**src/rtl/mem_bus_arbiter.sv**
```systemverilog
// Arbitrates the fetch and memory stages onto one SRAM-like bus, one transaction at a time.
// Define ARB_ROUND_ROBIN_EN for round-robin arbitration; default build gives data priority.
module mem_bus_arbiter (
  input  logic        clk,
  input  logic        reset,
  input  logic        inst_req,
  input  logic        inst_wr,
  input  logic [1:0]  inst_size,
  input  logic [31:0] inst_addr,
  input  logic [31:0] inst_wdata,
  output logic        inst_addr_ok,
  output logic        inst_data_ok,
  output logic [31:0] inst_rdata,
  input  logic        data_req,
  input  logic        data_wr,
  input  logic [1:0]  data_size,
  input  logic [31:0] data_addr,
  input  logic [31:0] data_wdata,
  output logic        data_addr_ok,
  output logic        data_data_ok,
  output logic [31:0] data_rdata,
  output logic        bus_req,
  output logic        bus_wr,
  output logic [1:0]  bus_size,
  output logic [31:0] bus_addr,
  output logic [31:0] bus_wdata,
  input  logic        bus_addr_ok,
  input  logic        bus_data_ok,
  input  logic [31:0] bus_rdata
);

  typedef enum logic [1:0] {S_IDLE, S_REQ, S_WAIT} state_t;

  state_t      state_q;
  logic        owner_q;   // 0 = inst, 1 = data
  logic        wr_q;
  logic [1:0]  size_q;
  logic [31:0] addr_q;
  logic [31:0] wdata_q;

  logic        pick_data;
  logic        wr_d;
  logic [1:0]  size_d;
  logic [31:0] addr_d;
  logic [31:0] wdata_d;
  logic        idle;
  logic        grant;
  logic        done;

`ifdef ARB_ROUND_ROBIN_EN
  logic rr_last_q;  // 1 = data was granted last
  assign pick_data = data_req & (~inst_req | ~rr_last_q);
`else
  assign pick_data = data_req;
`endif

  assign wr_d    = pick_data ? data_wr    : inst_wr;
  assign size_d  = pick_data ? data_size  : inst_size;
  assign addr_d  = pick_data ? data_addr  : inst_addr;
  assign wdata_d = pick_data ? data_wdata : inst_wdata;

  assign idle  = (state_q == S_IDLE);
  assign grant = idle & (inst_req | data_req) & ~reset;
  // Handshakes are masked during reset so an abandoned transaction never completes.
  assign done  = ~reset & bus_data_ok &
                 (((state_q == S_REQ) & bus_addr_ok) | (state_q == S_WAIT));

  assign inst_addr_ok = grant & ~pick_data;
  assign data_addr_ok = grant &  pick_data;
  assign inst_data_ok = done  & ~owner_q;
  assign data_data_ok = done  &  owner_q;
  assign inst_rdata   = bus_rdata;
  assign data_rdata   = bus_rdata;

  assign bus_req   = (state_q == S_REQ);
  assign bus_wr    = idle ? 1'b0  : wr_q;
  assign bus_size  = idle ? 2'd0  : size_q;
  assign bus_addr  = idle ? 32'd0 : addr_q;
  assign bus_wdata = idle ? 32'd0 : wdata_q;

  always_ff @(posedge clk) begin
    if (reset) begin
      state_q <= S_IDLE;
      owner_q <= 1'b0;
      wr_q    <= 1'b0;
      size_q  <= 2'd0;
      addr_q  <= 32'd0;
      wdata_q <= 32'd0;
`ifdef ARB_ROUND_ROBIN_EN
      rr_last_q <= 1'b0;
`endif
    end else begin
      unique case (state_q)
        S_IDLE: begin
          if (inst_req | data_req) begin
            state_q <= S_REQ;
            owner_q <= pick_data;
            wr_q    <= wr_d;
            size_q  <= size_d;
            addr_q  <= addr_d;
            wdata_q <= wdata_d;
`ifdef ARB_ROUND_ROBIN_EN
            rr_last_q <= pick_data;
`endif
          end
        end
        S_REQ: begin
          if (bus_addr_ok) state_q <= bus_data_ok ? S_IDLE : S_WAIT;
        end
        S_WAIT: begin
          if (bus_data_ok) state_q <= S_IDLE;
        end
        default: state_q <= S_IDLE;
      endcase
    end
  end

endmodule

```
**config.mk**
```make
export PLATFORM = sky130hd
export DESIGN_NAME = mem_bus_arbiter
export DESIGN_NICKNAME = d
export VERILOG_FILES = /design/src/rtl/mem_bus_arbiter.sv
export SDC_FILE = /design/constraint.sdc
export NUM_CORES = 1
export LEC_CHECK = 0
export BUFFER_PORTS_ARGS = -buffer_cell sky130_fd_sc_hd__buf_2
export CORE_AREA = 3 3 120 122
export CTS_BUF_LIST = sky130_fd_sc_hd__clkbuf_8
export DETAILED_ROUTE_END_ITERATION = 7
export DIE_AREA = 0 0 123 125
export PLACE_DENSITY_LB_ADDON = 0.25
export SYNTH_ARGS = -nofsm -noshare
export SYNTH_HDL_FRONTEND = slang
export SYNTH_SLANG_ARGS = --single-unit
export TNS_END_PERCENT = 30
```
**constraint.sdc**
```tcl
create_clock -name clk -period 1.8 [get_ports clk]
set_input_delay 0.36 -clock clk [delete_from_list [all_inputs] [get_ports clk]]
set_output_delay 0.36 -clock clk [all_outputs]
set_load 0.005 [all_outputs]
```
==> summary.txt, run 1 <==
Synth
  – Sequential fraction of the synthesis area: 0.337
  – Post-Syn Instances: 468
  – Most common flop cell mapped by yosys: dfxtp_1
  – Avg Cell Area, Syn: 8.89 µm²
  – Syn nets: 640
  – Number of library cell types mapped by synthesis: 21
  – Share of Yosys cell area claimed by the top area cell type: 0.337
  – Synth cell count leaders: a21oi_1, dfxtp_1, buf_4
  – Post-synthesis register bit count: 70
  – Yosys synthesis warning count: 0
  – Number of enable-type register cells in the synthesized netlist: 0
  – Post-Syn Area: 0.00416 mm²
  – Largest cells by area after synthesis: dfxtp_1, mux2i_1, buf_4
  – Cell taking the most area after synthesis: dfxtp_1
  – Fraction of registers with async set/reset: 0

CTS
  – Clk slew on worst S/H paths: 70 ps
  – Buffer type at the clock tree root: clkbuf_8
  – Largest buffer count on any clock path: 2
  – Number of buffers inserted for hold repair after clock tree synthesis: 0
  – Clock latency of the later-clocked register in the worst-skew pair: 340 ps
  – Clock tree from TritonCTS: yes
  – Cts bufs inserted: 9
  – Total number of H-tree levels: 3
  – Total number of clock tree sinks: 70

Cells and area
  – Fraction of final layout cells with drive strength greater than 1: 0.416
  – Filler Cell Count: 1393
  – Register area: 0.00141 mm²
  – Antenna diodes: 0
  – Area taken by multi-input logic gates: 0.00207 mm²
  – Post-Layout Inst Area: 0.00511 mm²
  – Final net count: 765
  – Area Growth Syn to Fin: 22.8%

Drt
  – First-pass iteration count of the detailed router: 4
  – Via density: 4.79
  – DRC errors left: 0
  – Wire length after detailed routing: 11200 µm
  – Routed wire length per instance: 14.4 µm
  – Vias post-DR: 3705
  – Number of nets with antenna violations after detailed routing: 0
  – Initial DRC count: 117

Job
  – Total of max-cap violations: 0

STA
  – RSZ-0062 raised after global routing: true
  – Final-report hold violation count: 0
  – Peak Freq: 0.548 GHz
  – Fin. max-slew vios: 0
  – Crit path time final: 1820 ps
  – Final setup violation count: 34
  – Setup skew after layout: 8.13 ps
  – Post-layout worst setup margin: -23.5 ps
  – Final worst-path cycle share: 1.01
  – Smallest hold slack: 213 ps
  – Slew at the pin closest to its max-slew limit: 520 ps
  – Worst relative slew slack: 0.653

Placed design
  – HPWL after detailed placement: 8360 µm
  – Count of port buffers added during placement: 211
  – Final Wtd Congestion: 0.698
  – Pre-CTS setup slack: 196 ps
  – Placement Cell Area: 0.00485 mm²

Power and ir drop
  – Cell leakage power: 2.51 nW
  – Cell Pwr Density: 804 mW/mm²
  – Worst VDD drop: 0.296 mV

Worst setup path
  – CP Max Fanout: 36
  – Setup slack of the most critical reg-to-reg path: 350 ps
  – Critical path type: flop to output pin
  – Critical register-to-register path startpoint: state_q[1]
  – Category of the worst setup path launch point: flop
  – Required time worst endpoint: 1440 ps
  – Number of cells traversed by the worst register-to-register path: 5
  – Worst reg2reg path endpoint: wdata_q[22]
  – Critical Path End Type: output pin
  – Crit path arrival time: 1460 ps

Global route
  – Pin count of the biggest net entering global routing: 49
  – Number of antenna violations at the first check in global routing: 1
  – Via count of the first global-routing pass: 3856
  – Total Routing Usage GR: 0.146
  – Aggregate global routing overflow: 0
  – Wire length of the first global-routing pass: 18300 µm

Floorplanning
  – Placeable core region: 0.0133 mm²
  – Cell Rows: 42
  – Die Height: 125 µm
  – Die outline width: 123 µm
  – DIE AREA: 0.0154 mm²
  – IO Count: 308
  – Initial Util: 0.313

Min path
  – Path category of the worst min-delay check: input pin to flop
  – Count of cells along the worst hold path: 2
  – Worst hold start: bus_data_ok
  – Worst hold path endpoint: state_q[1]

Outcome
  – Run status: complete, but fails checks
  – Violated checks: negative setup slack
## how the worst max path moves through the flow
| stage | end | start | slack [ps] | cells past startpoint |
|---|---|---|---|---|
| floorplan | bus_wdata[11] | state_q[1] | 310 | 5 |
| global placement | bus_wdata[4] | state_q[1] | 230 | 4 |
| detailed placement | inst_data_ok | state_q[0] | 200 | 4 |
| CTS | bus_wdata[5] | state_q[1] | -30 | 4 |
| global route | bus_addr[15] | state_q[1] | -90 | 4 |
| finish | bus_wdata[5] | state_q[1] | -20 | 4 |
## flip-flops by register name, indices dropped and copies added, names as in the netlist
signal and count:
addr_q 32, owner_q 1, size_q 2, state_q 2, wdata_q 32, wr_q 1
## timing repair
action	in CTS	in global routing
pin swaps	0	1
endpoints found under the setup margin	70	70
buffers inserted	0	0
gates resized for setup	12	2
## cell families (layout without fill, tap and decap cells)
group           after synthesis  in the layout  synth area share
buf+inv                     110            240             0.173
flops                        70             70             0.337
mux                          67             67             0.161
simple gates                 83             83             0.122
compound gates              138            138             0.206
## metal layers
layer	vias to the layer above	global-route usage	wire length (µm)
met2	139	0.254	5380
met3	34	0.0420	904
met1	1687	0.172	4630
met4	2	0.0476	244
met5	-	0	13
li1	1843	-	-
## critical path, cell delays in order (launching register included)
cell	delay [ps]
dfxtp_2	360
or2_4	280
buf_12	170
and2_1	170
buf_2	120
## cell usage in the layout (no fill, tap or decap), types with 2 or more instances in the layout
cell        netlist  layout
nor2_4            0       2
buf_12            0       4
a21oi_1          70      70
nand2_1           3       3
buf_2            18     210
buf_4            68      10
mux2i_1          67      67
nor3_1            3       3
a211oi_1         67      67
clkinvlp_4        0       3
and2_1           67      67
clkbuf_8          0      11
dfxtp_1          70      68
## layout make-up
cell class              instances  share of cell area
repair buffers                224               0.236
flip-flops and latches         70               0.275
clock inverters                 5              0.0113
multi-input cells             288               0.405
clock buffers                  11              0.0296
well taps                     176              0.0431
## metrics by stage
| stage | power [mW] | setup TNS [ps] | utilization | cells |
|---|---|---|---|---|
| after detailed placement | 2.82 | 0 | 0.365 | 758 |
| after floorplan | 2.54 | 0 | - | 468 |
| after global placement | 2.80 | 0 | 0.365 | 758 |
| final | 4.11 | -304 | 0.384 | 774 |
| after CTS | 4.18 | -732 | 0.384 | 774 |
| after global routing | 4.39 | -4870 | 0.384 | 774 |
## report_power, final
| part | switching [mW] | internal, mW | total (mW) |
|---|---|---|---|
| logic | 0.495 | 0.486 | 0.981 |
| registers | 0.0839 | 1.72 | 1.81 |
| clock network | 0.606 | 0.713 | 1.32 |
| total | 1.19 | 2.92 | 4.11 |
(Power assumes the default switching activity.)
==> inputs of run 2 (changes only) <==
Clock period 1.8 ns to 2 ns, I/O delays scaled along.
==> run 2 against run 1 <==
Net effect: the run now ends clean; clock power decreased by 7%; critical path type unchanged; highest routed layer unchanged; critical path depth unchanged; power decreased by 8.0%; first-iteration DRC count increased by 30%; critical endpoint is now bus_wdata[30].
==> summary.txt, run 2 (synthesis gave the netlist of run 1 again) <==
Drt
  – DRC errors left: 0 (unchanged)
  – Wire length after detailed routing: 12400 µm (was 11200 µm)
  – Routed wire length per instance: 16.0 µm (was 14.4 µm)
  – First-pass iteration count of the detailed router: 4 (unchanged)
  – Via density: 4.78 (was 4.79)
  – Number of nets with antenna violations after detailed routing: 0 (unchanged)
  – Vias post-DR: 3706 (was 3705)
  – Initial DRC count: 152 (was 117)

Placed design
  – Placement Cell Area: 0.00484 mm² (was 0.00485 mm²)
  – Final Wtd Congestion: 0.702 (was 0.698)
  – Pre-CTS setup slack: 327 ps (was 196 ps)
  – HPWL after detailed placement: 8310 µm (was 8360 µm)
  – Count of port buffers added during placement: 211 (unchanged)

Global route
  – Via count of the first global-routing pass: 3569 (was 3856)
  – Total Routing Usage GR: 0.145 (was 0.146)
  – Pin count of the biggest net entering global routing: 71 (was 49)
  – Number of antenna violations at the first check in global routing: 1 (unchanged)
  – Aggregate global routing overflow: 0 (unchanged)
  – Wire length of the first global-routing pass: 17700 µm (was 18300 µm)

Worst setup path
  – CP Max Fanout: 17 (was 36)
  – Worst-path cell chain: or2_4 > clkbuf_16 > and2_1 > buf_2 (was or2_4 > buf_12 > and2_1 > buf_2)
  – Category of the worst setup path launch point: flop (unchanged)
  – Critical Path End Type: output pin (unchanged)
  – Number of cells traversed by the worst register-to-register path: 5 (unchanged)
  – Largest stage delay on the critical path: 350 ps (was 360 ps)
  – Critical-path top delay cell: dfxtp_2 (unchanged)
  – Crit path arrival time: 1500 ps (was 1460 ps)
  – Required time worst endpoint: 1600 ps (was 1440 ps)
  – Critical path type: flop to output pin (unchanged)
  – Setup slack of the most critical reg-to-reg path: 400 ps (was 350 ps)

Cells and area
  – Core utilization of the finished layout: 0.387 (was 0.384)
  – Post-Layout Inst Area: 0.00514 mm² (was 0.00511 mm²)
  – Final net count: 767 (was 765)
  – Commonest non-fill, non-tap cell in the layout: buf_2 (unchanged)
  – Antenna diodes: 0 (unchanged)
  – Fraction of final layout cells with drive strength greater than 1: 0.418 (was 0.416)
  – Commonest non-fill, non-tap cells in the layout: buf_2, a21oi_1, dfxtp_1 (unchanged)
  – Area Growth Syn to Fin: 23.6% (was 22.8%)
  – Biggest regs: addr_q x32, wdata_q x32 (unchanged)

Min path
  – Count of cells along the worst hold path: 2 (unchanged)
  – Path category of the worst min-delay check: input pin to flop (unchanged)

Floorplanning
  – Initial Util: 0.313 (unchanged)
  – Cell Rows: 42 (unchanged)
  – IO Count: 308 (unchanged)
  – DIE AREA: 0.0154 mm² (unchanged)
  – Placeable core region: 0.0133 mm² (unchanged)
  – Die Height: 125 µm (unchanged)
  – Die outline width: 123 µm (unchanged)

CTS
  – Largest buffer count on any clock path: 2 (unchanged)
  – Cts bufs inserted: 9 (unchanged)
  – Number of buffers inserted for hold repair after clock tree synthesis: 0 (unchanged)
  – Total number of clock tree sinks: 70 (unchanged)
  – Clk slew on worst S/H paths: 70 ps (about the same)
  – Number of buffers added for setup after CTS: 0 (unchanged)
  – Clock tree from TritonCTS: yes (unchanged)
  – Clock latency of the later-clocked register in the worst-skew pair: 350 ps (was 340 ps)
  – Buffer type at the clock tree root: clkbuf_8 (unchanged)
  – Total number of H-tree levels: 3 (unchanged)

STA
  – Peak Freq: 0.526 GHz
  – RSZ-0062 raised after global routing: false (was true)
  – Final setup violation count: 0 (was 34)
  – Final-report hold violation count: 0 (unchanged)
  – Slew at the pin closest to its max-slew limit: 513 ps (was 520 ps)
  – Sum Neg Setup Slack: 0 ps (was -304 ps)
  – Fin. max-slew vios: 0 (unchanged)
  – Setup skew after layout: 2.65 ps (was 8.13 ps)
  – Smallest hold slack: 239 ps (was 213 ps)
  – Post-layout worst setup margin: 97.3 ps (was -23.5 ps)
  – Final worst-path cycle share: 0.951
  – Worst relative slew slack: 0.658 (was 0.653)
  – Crit path time final: 1900 ps

Power and ir drop
  – Switching power: 1.08 mW (was 1.19 mW)
  – Cell Pwr Density: 735 mW/mm² (was 804 mW/mm²)
  – Relative contribution of sequential cells to total power: 0.429 (was 0.440)
  – Comb pwr share: 0.245 (was 0.239)
  – Design internal power: 2.70 mW (was 2.92 mW)
  – Worst VDD drop: 0.423 mV (was 0.296 mV)
  – Switching part of the total: 0.285 (was 0.289)
  – Cell leakage power: 2.54 nW (was 2.51 nW)
  – Proportion of power drawn by the clock network: 0.326 (was 0.321)

Outcome
  – Run status: finished, final reports clean (was complete, but fails checks)

Job
  – Total of max-cap violations: 0 (unchanged)
run 2: cell types whose count changed in the layout (fill, tap and decap cells not counted), sizes merged:
cell / change
clkbuf: +4
clkinvlp: -3
clkinv: +1
run 2: layout make-up:
class / count / area (µm²)
multi-input cells: 288 / 2060
fillers: 1386 / 8150
flip-flops and latches: 70 / 1400
clock inverters: 3 / 40.0
clock buffers: 13 / 179
well taps: 176 / 220
repair buffers: 226 / 1230
run 2: path summary, 6_finish.rpt:
| check | from | to |
|---|---|---|
| min reg2reg | owner_q | owner_q |
| max | state_q[1] | bus_wdata[30] |
| min | bus_data_ok | state_q[1] |
| max reg2reg | state_q[1] | wdata_q[13] |
run 2: critical path: cells and delay by family, from the launching register on:
kind | cells | cell delay, ps
simple gates | 2 | 470
buf+inv | 2 | 330
flops | 1 | 350
run 2: power by group through the flow:
stage	logic (mW)	clock network, mW	registers (mW)
6_report	0.927	1.23	1.62
5_1_grt	1.04	1.33	1.64
4_1_cts	0.889	1.29	1.62
3_5_place_dp	0.887	0	1.65
3_3_place_gp	0.865	0	1.65
2_1_floorplan	0.656	0	1.63
run 2: metal layers:
layer | vias up | track usage | share of wire
met1 | 1665 | 0.166 | 0.42
met4 | 2 | 0.0593 | 0.025
met3 | 35 | 0.0524 | 0.087
met2 | 156 | 0.243 | 0.47
li1 | 1848 | - | -
met5 | - | 0 | 0.00064
run 2: stage by stage:
step                      std cells  total power, mW
after global routing            776             4.01
after floorplan                 468             2.29
final                           776             3.78
after CTS                       773             3.80
after global placement          757             2.51
after detailed placement        757             2.54
run 2: timing repair:
item / CTS / global route
resized for setup: 3 / 3
endpoints found under the setup margin: 26 / 70
gates cloned: 0 / 3
